`config.mk`:
```
export PLATFORM = sky130hd
export DESIGN_NAME = ip_msxbus_master
export DESIGN_NICKNAME = d
export VERILOG_FILES = /design/src/rtl/ip_msxbus_master.sv
export SDC_FILE = /design/constraint.sdc
export NUM_CORES = 1
export LEC_CHECK = 0
export ABC_AREA = 1
export BUFFER_PORTS_ARGS = -buffer_cell sky130_fd_sc_hd__buf_2
export CAP_MARGIN = 20
export CORE_UTILIZATION = 45
export DETAILED_ROUTE_END_ITERATION = 8
export PLACE_DENSITY = 0.75
export SETUP_SLACK_MARGIN = 0.05
export SLEW_MARGIN = 20
export SYNTH_ARGS = -nofsm -noshare
export SYNTH_HDL_FRONTEND = slang
export SYNTH_SLANG_ARGS = --single-unit
```
`constraint.sdc`:
```
create_clock -name clk -period 1.6 [get_ports clk]
set_clock_uncertainty 0.2 [all_clocks]
set_input_delay 0.08 -clock clk [delete_from_list [all_inputs] [get_ports clk]]
set_output_delay 0.08 -clock clk [all_outputs]
set_load 0.02 [all_outputs]
```
`src/rtl/ip_msxbus_master.sv`:
```
// MSX slot bus master: converts one-cycle host requests into SETUP/STROBE/HOLD bus cycles.
// Define MSXBUS_WAIT_TIMEOUT_EN to abort strobes stretched by n_wait for 255 cycles.
module ip_msxbus_master #(
  parameter int T_SETUP  = 2,
  parameter int T_STROBE = 4,
  parameter int T_HOLD   = 1
) (
  input  logic        clk,
  input  logic        reset,
  input  logic [15:0] bus_address,
  input  logic [7:0]  bus_write_data,
  input  logic        bus_read,
  input  logic        bus_write,
  input  logic        bus_io,
  input  logic        bus_memory,
  output logic        bus_ready,
  output logic [7:0]  bus_read_data,
  output logic        bus_read_valid,
  output logic        bus_timeout,
  output logic [15:0] adr,
  output logic [7:0]  o_data,
  output logic        data_oe,
  input  logic [7:0]  i_data,
  output logic        n_sltsl,
  output logic        n_mereq,
  output logic        n_ioreq,
  output logic        n_rd,
  output logic        n_wr,
  input  logic        n_wait
);

  localparam int CNT_W = 8;
  localparam logic [CNT_W-1:0] CNT_ONE   = CNT_W'(1);
  localparam logic [CNT_W-1:0] SETUP_LD  = CNT_W'(T_SETUP - 1);
  localparam logic [CNT_W-1:0] STROBE_LD = CNT_W'(T_STROBE - 1);
  localparam logic [CNT_W-1:0] HOLD_LD   = CNT_W'(T_HOLD - 1);

  typedef enum logic [1:0] {
    ST_IDLE,
    ST_SETUP,
    ST_STROBE,
    ST_HOLD
  } state_t;

  state_t           state_q, state_d;
  logic [CNT_W-1:0] cnt_q, cnt_d;
  logic             is_wr_q, is_wr_d;
  logic             is_mem_q, is_mem_d;
  logic [1:0]       wait_sync_q, wait_sync_d;
  logic [15:0]      adr_q, adr_d;
  logic [7:0]       o_data_q, o_data_d;
  logic             data_oe_q, data_oe_d;
  logic [7:0]       rdata_q, rdata_d;
  logic             rvalid_q, rvalid_d;
  logic             bus_ready_q, bus_ready_d;
  logic             n_sltsl_q, n_sltsl_d;
  logic             n_mereq_q, n_mereq_d;
  logic             n_ioreq_q, n_ioreq_d;
  logic             n_rd_q, n_rd_d;
  logic             n_wr_q, n_wr_d;
  logic             wait_s;
  logic             req_ok;
  logic             active;
  logic             strobe;
`ifdef MSXBUS_WAIT_TIMEOUT_EN
  logic [7:0]       wto_cnt_q, wto_cnt_d;
  logic             bus_timeout_q, bus_timeout_d;
`endif

  always_comb begin
    wait_s      = wait_sync_q[1];
    req_ok      = bus_ready_q && (bus_read ^ bus_write) && (bus_io ^ bus_memory);
    state_d     = state_q;
    cnt_d       = cnt_q;
    is_wr_d     = is_wr_q;
    is_mem_d    = is_mem_q;
    adr_d       = adr_q;
    o_data_d    = o_data_q;
    rdata_d     = rdata_q;
    rvalid_d    = 1'b0;
    wait_sync_d = {wait_sync_q[0], n_wait};
`ifdef MSXBUS_WAIT_TIMEOUT_EN
    wto_cnt_d     = wto_cnt_q;
    bus_timeout_d = 1'b0;
`endif

    case (state_q)
      ST_IDLE: begin
        if (req_ok) begin
          state_d  = ST_SETUP;
          cnt_d    = SETUP_LD;
          is_wr_d  = bus_write;
          is_mem_d = bus_memory;
          adr_d    = bus_address;
          o_data_d = bus_write_data;
        end
      end
      ST_SETUP: begin
        if (cnt_q == '0) begin
          state_d = ST_STROBE;
          cnt_d   = STROBE_LD;
`ifdef MSXBUS_WAIT_TIMEOUT_EN
          wto_cnt_d = '0;
`endif
        end else begin
          cnt_d = cnt_q - CNT_ONE;
        end
      end
      ST_STROBE: begin
        // Leave only once the minimum width is met and the peripheral has released n_wait.
        if (cnt_q == '0 && wait_s) begin
          state_d = ST_HOLD;
          cnt_d   = HOLD_LD;
          if (!is_wr_q) begin
            rdata_d  = i_data;
            rvalid_d = 1'b1;
          end
        end else begin
          if (cnt_q != '0) begin
            cnt_d = cnt_q - CNT_ONE;
          end
`ifdef MSXBUS_WAIT_TIMEOUT_EN
          if (!wait_s) begin
            if (wto_cnt_q == 8'd254) begin
              state_d       = ST_HOLD;
              cnt_d         = HOLD_LD;
              bus_timeout_d = 1'b1;
            end else begin
              wto_cnt_d = wto_cnt_q + 8'd1;
            end
          end
`endif
        end
      end
      ST_HOLD: begin
        if (cnt_q == '0) begin
          state_d = ST_IDLE;
        end else begin
          cnt_d = cnt_q - CNT_ONE;
        end
      end
      default: state_d = ST_IDLE;
    endcase

    // Bus pins are registered from the next state so they change on the same edge as the FSM.
    active      = (state_d != ST_IDLE);
    strobe      = (state_d == ST_STROBE);
    bus_ready_d = !active;
    n_sltsl_d   = !(active && is_mem_d);
    n_mereq_d   = !(active && is_mem_d);
    n_ioreq_d   = !(active && !is_mem_d);
    n_rd_d      = !(strobe && !is_wr_d);
    n_wr_d      = !(strobe && is_wr_d);
    data_oe_d   = active && is_wr_d;
  end

  always_ff @(posedge clk or posedge reset) begin
    if (reset) begin
      state_q     <= ST_IDLE;
      cnt_q       <= '0;
      is_wr_q     <= 1'b0;
      is_mem_q    <= 1'b0;
      wait_sync_q <= 2'b11;
      adr_q       <= '0;
      o_data_q    <= '0;
      data_oe_q   <= 1'b0;
      rdata_q     <= '0;
      rvalid_q    <= 1'b0;
      bus_ready_q <= 1'b1;
      n_sltsl_q   <= 1'b1;
      n_mereq_q   <= 1'b1;
      n_ioreq_q   <= 1'b1;
      n_rd_q      <= 1'b1;
      n_wr_q      <= 1'b1;
`ifdef MSXBUS_WAIT_TIMEOUT_EN
      wto_cnt_q     <= '0;
      bus_timeout_q <= 1'b0;
`endif
    end else begin
      state_q     <= state_d;
      cnt_q       <= cnt_d;
      is_wr_q     <= is_wr_d;
      is_mem_q    <= is_mem_d;
      wait_sync_q <= wait_sync_d;
      adr_q       <= adr_d;
      o_data_q    <= o_data_d;
      data_oe_q   <= data_oe_d;
      rdata_q     <= rdata_d;
      rvalid_q    <= rvalid_d;
      bus_ready_q <= bus_ready_d;
      n_sltsl_q   <= n_sltsl_d;
      n_mereq_q   <= n_mereq_d;
      n_ioreq_q   <= n_ioreq_d;
      n_rd_q      <= n_rd_d;
      n_wr_q      <= n_wr_d;
`ifdef MSXBUS_WAIT_TIMEOUT_EN
      wto_cnt_q     <= wto_cnt_d;
      bus_timeout_q <= bus_timeout_d;
`endif
    end
  end

  assign bus_ready      = bus_ready_q;
  assign bus_read_data  = rdata_q;
  assign bus_read_valid = rvalid_q;
  assign adr            = adr_q;
  assign o_data         = o_data_q;
  assign data_oe        = data_oe_q;
  assign n_sltsl        = n_sltsl_q;
  assign n_mereq        = n_mereq_q;
  assign n_ioreq        = n_ioreq_q;
  assign n_rd           = n_rd_q;
  assign n_wr           = n_wr_q;
`ifdef MSXBUS_WAIT_TIMEOUT_EN
  assign bus_timeout    = bus_timeout_q;
`else
  assign bus_timeout    = 1'b0;
`endif

endmodule

```
==> impl_metrics.tcl, run 1 <==
set metrics [dict create \
    grt_max_degree 54 \
    critPathLaunch "cnt_q[2]" \
    cts_made_buffers 5 \
    rsz0062_at_grt "true" \
    syn_area_mm2 0.00238 \
    hp-class "in -> reg" \
    regArea_mm2 0.00134 \
    cts.clk_slew.worst_paths_ps 100 \
    crit_end "cnt_q[5]" \
    antenna_found_initial 0 \
    cts_buffer_depth 2 \
    setup_ws_ps -109 \
    num_vias 2412 \
    final_nets 461 \
    status "finished, violations left" \
    critPathMaxStageDelay_ps 400 \
    hold_viol 0 \
    ys_ff_latch 53 \
    setup_viol 31 \
    synthCells 269 \
    worst_ep_arrival_time_ps 1710 \
    wl_met2_mm 4.23 \
    dr_wl_met3_um 449 \
    netlist.area_leader.share 0.483 \
    gr-usage-all-layers 0.246 \
    overflow 0 \
    path_depth 10 \
    initialDrtViolationCount 138 \
    drc 0 \
    dieHeight_um 74.8 \
    crit_chain "nor2_2 -> nand2_2 -> nor2_8 -> inv_2 -> nand2_4 -> nand2_2 -> nand2_1 -> nand2_2 -> nand2_1 -> nor2_2" \
    synth_cell_type_count 32 \
    start_kind "register" \
    wire_per_inst_um 15.9 \
    cp_common_cell "nand2_2" \
    core_area_mm2 0.00511 \
    syn_to_final_growth_pct 63.5 \
    drt-total-wl_mm 7.82 \
    met1_length_mm 2.90 \
    violations "negative setup slack" \
    leakage_nw 2.11 \
    grt_pass1_vias 2309 \
    required_ps 1610 \
    drt-pass1-iter-count 4 \
    drt.antenna.violating_nets 0 \
    critical_path_class "reg -> reg" \
    synth_warnings 0 \
    start_util 0.467 \
    yosysTopAreaCell "dfrtp_1" \
    min_period_over_period 1.07 \
    yosysSeqAreaShare 0.560 \
    gp_congestion 0.852 \
    critical-path-slowest-cell "dfrtp_1" \
    root_buffer "clkbuf_8" \
    drv_cap 0 \
    r2r-end "cnt_q[5]" \
    io_pins 80 \
    synth_area_per_cell_um2 8.86 \
    yosys-top-cells-area "dfrtp_1 48%, nand2_1 20%, dfstp_2 7.7%, inv_1 2.4%, nor2_2 2.4%" \
    cts_tree "yes" \
    die_w_um 74.8 \
    htreeDepth 2 \
    utilization 0.763 \
    path_max_fanout 7 \
    critPathBufInv 1 \
    multi_input_area_mm2 0.00115 \
    rows 26 \
    clock_latency_ps 310 \
    layout-drive-gt1-share 0.508 \
    max_freq_ghz 0.585 \
    ir_drop_mv 0.495 \
    worst_path_dominant_cell_family "simple AND/OR/NAND/NOR gates" \
    power_density_mw_per_mm2 603 \
    port_buffers 78 \
    post-dp-hpwl_mm 3.59 \
    report.final.slew_viol_count 0 \
    synth_nets 310 \
    worst_setup_path_end_kind "register" \
    power_w 0.00235 \
    fp.dieArea_mm2 0.00559 \
    period_needed_ps 1710 \
    grt_pass1_wl_mm 10.2 \
    nFillCells 284 \
    ff2ff_setup_slack_ps -110 \
    highest_layer "met4" \
    rr_worst_depth 10 \
    numClockSinks 53 \
    via_per_inst 4.91 \
    diodes 0 \
    r2r-start "cnt_q[2]" \
]
cell usage after synthesis, drive strengths merged:
master and number:
nand2 133, dfrtp 46, nor2 26, inv 20, nand3 9, buf 7, dfstp 7, o21ai 5
a21oi 3, nand4 3, ha 2, o21bai 2, xor2 2, clkinv 1, conb 1, nand3b 1
nor3 1
worst min path at each step:
stage	depth (start not counted)	from	slack (ps)	endpoint
floorplan	0	n_wait	-120	wait_sync_q[0]
global placement	3	reset	-30	bus_read_data[2]
detailed placement	3	reset	-30	bus_read_data[2]
CTS	7	bus_read	120	is_wr_q
global route	7	bus_read	160	is_wr_q
finish	7	bus_read	130	is_wr_q
layer usage:
layer | vias to the layer above | global-route usage
met5 | - | 0
met4 | 0 | 0.0922
met3 | 27 | 0.0535
met2 | 105 | 0.441
met1 | 1160 | 0.288
li1 | 1120 | -
state kept, by name (all words and copies together), names as in the netlist:
signal,cells
adr,16
bus_read_data,8
cnt_q,8
o_data,8
state_q,2
wait_sync_q,2
bus_read_valid,1
bus_ready,1
data_oe,1
is_mem_q,1
is_wr_q,1
n_ioreq,1
n_mereq,1
n_rd,1
n_wr,1
cells in the final DEF, fill, tap and decap left out, types with 3 or more instances in the layout:
cell type	n
nand2_1	85
buf_2	78
dfrtp_1	46
nand2_2	38
dlygate4sd3_1	36
buf_4	21
nor2_2	12
inv_1	11
nand2_4	10
nor2_1	9
buf_6	9
nand3_1	7
dfstp_2	7
clkbuf_8	7
inv_2	5
nor2_4	4
o21ai_1	3
buf_12	3
cell families (layout without fill, tap and decap cells):
family / count (synthesis) / after routing / share of synthesized area
buffers and inverters: 28 / 179 / 0.0567
AND/OR/NAND/NOR: 173 / 174 / 0.331
AO/OA/AOI/OAI: 10 / 10 / 0.0247
XOR/XNOR: 2 / 2 / 0.0152
adder cells (fa/ha/maj): 2 / 2 / 0.0105
flip-flops: 53 / 53 / 0.560
other: 1 / 1 / 0.00157
area by class of cell:
| class | count | share of cell area |
|---|---|---|
| Timing Repair inverter | 1 | 0.00128 |
| Clock inverter | 1 | 0.00128 |
| Timing Repair Buffer | 149 | 0.287 |
| Clock buffer | 7 | 0.0247 |
| Sequential cell | 53 | 0.343 |
| Inverter | 21 | 0.0257 |
| Tap cell | 70 | 0.0225 |
| Multi-Input combinational cell | 189 | 0.295 |
per-stage QoR:
step	TNS (ps)	instances	setup WS [ps]	hold WS (ps)	instance area, µm²
6_report	-1630	491	-109	128	3900
5_1_grt	-4440	491	-179	159	3900
2_1_floorplan	0	269	14.2	-116	2410
3_5_place_dp	-906	429	-72.8	-28.5	3010
3_3_place_gp	-89.5	429	-20.2	-32.4	3010
4_1_cts	-521	482	-53.6	125	3600
where the power goes:
part	internal, W	leakage [nW]	total, W	switching (W)
logic	0.0000981	1.42	0.000174	0.0000763
clock network	0.000392	0.0542	0.000830	0.000438
registers	0.00134	0.633	0.00134	0.000000950
total	0.00183	2.11	0.00235	0.000515
tightest hold or removal path, cell delays in order:
cell and delay, ps:
buf_2 90, nand2_1 60, nand2_2 70, nor2_4 50, nand3_4 130, o21ai_4 80, inv_2 50
repair_timing:
action / CTS / global route
pin swaps: 4 / 18
cloned: 2 / 3
hold buffers: 36 / 0
setup buffers: 7 / 7
resized for setup: 16 / 64
endpoints found under the hold margin: 93 / 0
setup endpoints to repair: 45 / 51
Note: power is estimated with default switching activity, not from simulation.
==> inputs of run 2 (changes only) <==
CORE_ASPECT_RATIO = 0.9   (was unset)
==> run 2 against run 1 <==
Effect of this change:
- global-route usage is 5.4 points higher
- sequential power hardly changed
- sequential share of layout area is 1.3 points lower
- worst hold slack better by 4.3 ps
- core utilization is 5.4 points higher
- non-clock buffer count is 6 higher
- critical endpoint is now cnt_q[4]
- register-to-register slack worse by 120 ps
- combinational power is 9% higher
- the run still ends with negative setup slack left
==> impl_metrics.tcl, run 2 (synthesis gave the netlist of run 1 again) <==
set metrics [dict create \
    die_w_um 78.7 \
    final_cell_mix "78 x buf_2, 65 x nand2_1, 47 x nand2_2" \
    final_common_cell "buf_2" \
    hold_viol 0 \
    setup_viol 50 \
    period_needed_ps 1830 \
    critPathBufInv 1 \
    leakage_nw 2.20 \
    ir_drop_mv 0.592 \
    rsz0062_at_grt "true" \
    worst_ep_arrival_time_ps 1830 \
    drc 0 \
    crit_chain "nor2_2 -> nand2_2 -> nor2_8 -> buf_4 -> nand2_1 -> nand3_1 -> nand3_2 -> nand2_2 -> nand2_1" \
    via_per_inst 5.56 \
    gr-usage-all-layers 0.299 \
    path_max_fanout 7 \
    start_kind "register" \
    rows 24 \
    initialDrtViolationCount 296 \
    start_util 0.481 \
    critPathMaxStageDelay_ps 420 \
    largest_register_ff_count 16 \
    grt_max_degree 38 \
    dieHeight_um 71.0 \
    layout-drive-gt1-share 0.567 \
    final_nets 467 \
    post-dp-hpwl_mm 3.81 \
    critical_path_class "reg -> reg" \
    drt-pass1-iter-count 5 \
    htreeDepth 2 \
    drt-total-wl_mm 9.91 \
    status "finished, violations left" \
    root_buffer "clkbuf_8" \
    grt_pass1_wl_mm 12.6 \
    clock_latency_ps 330 \
    cts_tree "yes" \
    critical-path-slowest-cell "dfrtp_1" \
    cts_made_buffers 5 \
    hp-class "in -> async" \
    max_freq_ghz 0.547 \
    required_ps 1600 \
    wire_per_inst_um 20.1 \
    numClockSinks 53 \
    grt_pass1_vias 2563 \
    setup_ws_ps -227 \
    cts_buffer_depth 2 \
    num_vias 2734 \
    overflow 0 \
    power_density_mw_per_mm2 587 \
    report.final.slew_viol_count 0 \
    min_period_over_period 1.14 \
    gp_congestion 0.820 \
    fp.dieArea_mm2 0.00559 \
    dp.cells 430 \
    io_pins 80 \
    drt.antenna.violating_nets 0 \
    setup_tns_ps -5140 \
    violations "negative setup slack" \
    port_buffers 78 \
    syn_to_final_growth_pct 69.9 \
    diodes 0 \
    fin_cells 492 \
    core_area_mm2 0.00495 \
    antenna_found_initial 0 \
    worst_setup_path_end_kind "register" \
    drv_cap 0 \
    worst_path_dominant_cell_family "simple AND/OR/NAND/NOR gates" \
    cts.clk_slew.worst_paths_ps 100 \
]
-- run 2: cell types whose count changed in the layout (fill, tap and decap cells not counted), moves of 2 or more --
cell       previous run  this run
nand3_1               7         5
nand2_4              10        21
buf_8                 0         3
nand3_4               2         4
nor2_1                9        11
nor2_2               12        10
nand2_2              38        47
buf_4                21        26
clkbuf_16             2         0
nand2_1              85        65
-- run 2: stage by stage --
stage | instance area (µm²) | hold slack [ps] | total power (W) | setup WS, ps | utilization
floorplan | 2410 | -116 | 0.00140 | 14.2 | -
global placement | 3040 | -112 | 0.00146 | -50.3 | 0.613
detailed placement | 3040 | -110 | 0.00146 | -83.9 | 0.613
CTS | 3790 | 97.3 | 0.00231 | -80.1 | 0.765
global route | 4050 | 158 | 0.00244 | -282 | 0.817
finish | 4050 | 132 | 0.00238 | -227 | 0.817
-- run 2: repair_timing --
item	in CTS	in global routing
endpoints found under the setup margin	48	51
gates resized for setup	51	74
pin swaps	25	27
buffers inserted	9	6
hold buffers	36	0
cloned	4	1
hold endpoints to repair	91	0
-- run 2: cell type report --
cell class              count  area [µm²]
repair inverters            1        5.00
repair buffers            155        1170
fillers                   238         905
well taps                  65        81.3
clock buffers               6        82.6
multi-input cells         189        1260
inverters                  21         105
clock inverters             2        13.8
flip-flops and latches     53        1340
-- run 2: worst paths after layout --
path,startpoint,to,slack (ps),cells past startpoint
hold reg to reg,wait_sync_q[0],wait_sync_q[1],180,0
setup reg to reg,cnt_q[2],cnt_q[4],-230,9
min in group clk,bus_io,adr[11],160,7
setup / recovery,cnt_q[2],cnt_q[4],-230,9
hold / removal,reset,cnt_q[6],130,3
max in group asynchronous,reset,wait_sync_q[0],500,4
-- run 2: where the power goes --
group / leakage, nW / total [W] / switching, W / internal [W]
Combinational: 1.51 / 0.000190 / 0.0000914 / 0.0000985
Sequential: 0.633 / 0.00135 / 0.00000195 / 0.00134
Clock: 0.0512 / 0.000842 / 0.000489 / 0.000353
Total: 2.20 / 0.00238 / 0.000582 / 0.00180
-- run 2: layer usage --
layer  part of all wire  up-vias  wire (µm)  GRT usage
li1                   -     1134          -          -
met3              0.077       58        765     0.0594
met2               0.50      221       4910      0.548
met5                  0        -          0          0
met1               0.36     1321       3610      0.342
met4              0.062        0        619      0.119
-- run 2: worst min-delay path: cells and delay by family --
kind	cells	cell delay (ps)
buffers and inverters	3	990
==> inputs of run 3 (changes only) <==
CORE_ASPECT_RATIO = 2   (was 0.9)
==> run 3 against run 2 <==
Effect of this change:
- the flow still finishes with violations (negative setup slack)
- cell area increased by 1.2%
- setup slack improved by 110 ps
- count of clock-buffer cells in the layout unchanged
- sequential share of layout area decreased by 0.36 points
- non-clock buffer count decreased by 4
- first-iteration DRC count decreased by 85%
- combinational power decreased by 4%
- total power increased by 2.7%
- final cell count decreased by 2.6%
- critical path type unchanged
- highest routed layer unchanged
==> impl_metrics.tcl, run 3 (synthesis gave the netlist of run 1 again) <==
set metrics [dict create \
    start_util 0.464 \
    cts_tree "yes" \
    worst_ep_arrival_time_ps 1740 \
    violations "negative setup slack" \
    io_pins 80 \
    layout-drive-gt1-share 0.561 \
    critical_path_class "reg -> reg" \
    drt.antenna.violating_nets 0 \
    root_buffer "clkbuf_8" \
    start_kind "register" \
    grt_pass1_vias 2518 \
    cts_made_buffers 5 \
    syn_to_final_growth_pct 72.0 \
    wl_met2_mm 4.87 \
    fp.dieArea_mm2 0.00561 \
    gp_congestion 0.830 \
    post-dp-hpwl_mm 4.36 \
    final_area_mm2 0.00410 \
    highest_layer "met4" \
    htreeDepth 2 \
    gr-usage-all-layers 0.277 \
    antenna_found_initial 0 \
    met1_length_mm 2.65 \
    diodes 0 \
    dieHeight_um 105 \
    drc 0 \
    num_vias 2412 \
    min_period_over_period 1.07 \
    numClockSinks 53 \
    nFillCells 274 \
    grt_max_degree 43 \
    max_freq_ghz 0.583 \
    setup_ws_ps -116 \
    setup_viol 41 \
    grt_pass1_wl_mm 11.1 \
    port_buffers 78 \
    hold_viol 0 \
    report.final.slew_viol_count 0 \
    rows 37 \
    status "finished, violations left" \
    period_needed_ps 1720 \
    cts.clk_slew.worst_paths_ps 90 \
    power_w 0.00244 \
    die_w_um 53.5 \
    setup_tns_ps -1690 \
    wire_per_inst_um 17.3 \
    final_nets 461 \
    required_ps 1630 \
    final_cell_mix "78 x buf_2, 62 x nand2_1, 45 x nand2_2, 45 x dfrtp_1, 36 x dlygate4sd3_1" \
    cts_buffer_depth 2 \
    final_common_cell "buf_2" \
    ir_drop_mv 0.965 \
    drt-pass1-iter-count 5 \
    clock_latency_ps 310 \
    leakage_nw 2.24 \
    initialDrtViolationCount 45 \
    overflow 0 \
    rsz0062_at_grt "true" \
    power_density_mw_per_mm2 596 \
    hp-class "in -> async" \
    core_area_mm2 0.00514 \
    via_per_inst 5.04 \
    largest_register_ff_count 16 \
    drv_cap 0 \
    holdWs_ps 112 \
    path_max_fanout 7 \
    drt-total-wl_mm 8.28 \
    dr_wl_met3_um 249 \
    pre_cts_ws_ps -88.1 \
    dpl_cell_area_mm2 0.00303 \
    worst_setup_path_end_kind "register" \
]
[run 3: cell count changes in the layout (fill, tap and decap cells not counted), sizes merged]
cell / previous run / this run
nand3: 10 / 9
bufinv: 0 / 1
inv: 19 / 18
clkinv: 4 / 3
clkbuf: 6 / 9
buf: 119 / 112
[run 3: final cells by class]
cell class | instances | area [µm²] | share of cell area
Sequential cell | 53 | 1340 | 0.326
Multi-Input combinational cell | 188 | 1270 | 0.310
Timing Repair Buffer | 151 | 1210 | 0.296
Inverter | 21 | 101 | 0.0247
Clock buffer | 6 | 72.6 | 0.0177
Tap cell | 58 | 72.6 | 0.0177
Clock inverter | 2 | 35.0 | 0.00855
[run 3: worst max-delay path: stages, from the launching register on]
cell	delay (ps)
dfrtp_2	450
nor2_4	140
nand2_4	80
nor2_8	200
nand2_4	90
xor2_4	170
buf_6	130
o21bai_1	180
[run 3: per-layer routing]
| metal | global-route usage | vias to the layer above |
|---|---|---|
| met5 | 0 | - |
| met4 | 0.167 | 0 |
| li1 | - | 1118 |
| met3 | 0.0451 | 45 |
| met2 | 0.510 | 79 |
| met1 | 0.261 | 1170 |
[run 3: timing repair]
| action | 4_1_cts | 5_1_grt |
|---|---|---|
| resized for setup | 39 | 85 |
| setup endpoints to repair | 44 | 50 |
| buffers inserted | 5 | 2 |
| hold buffers | 36 | 0 |
| cloned | 2 | 3 |
| pin swaps | 15 | 22 |
| endpoints found under the hold margin | 86 | 0 |
[run 3: power breakdown]
part	internal, W	total (W)	switching [W]
Sequential	0.00134	0.00135	0.00000138
Combinational	0.0000980	0.000183	0.0000847
Clock	0.000465	0.000914	0.000449
Total	0.00191	0.00244	0.000535
[run 3: path summary, 6_finish.rpt]
path                                     start          endpoint  slack (ps)  depth (start not counted)
worst max-delay path                  cnt_q[3]           n_ioreq        -120                          7
worst min-delay path                     reset  bus_read_data[2]         110                          3
worst max register to register        cnt_q[3]           n_ioreq        -120                          7
worst min register to register  wait_sync_q[0]    wait_sync_q[1]         180                          0
max in group asynchronous                reset         bus_ready         530                          4
min in group clk                wait_sync_q[0]    wait_sync_q[1]         180                          0
[run 3: metrics by stage]
| step | instances | utilization |
|---|---|---|
| final | 479 | 0.798 |
| after global routing | 479 | 0.798 |
| after CTS | 474 | 0.724 |
| after detailed placement | 423 | 0.589 |
| after global placement | 423 | 0.589 |
| after floorplan | 269 | - |
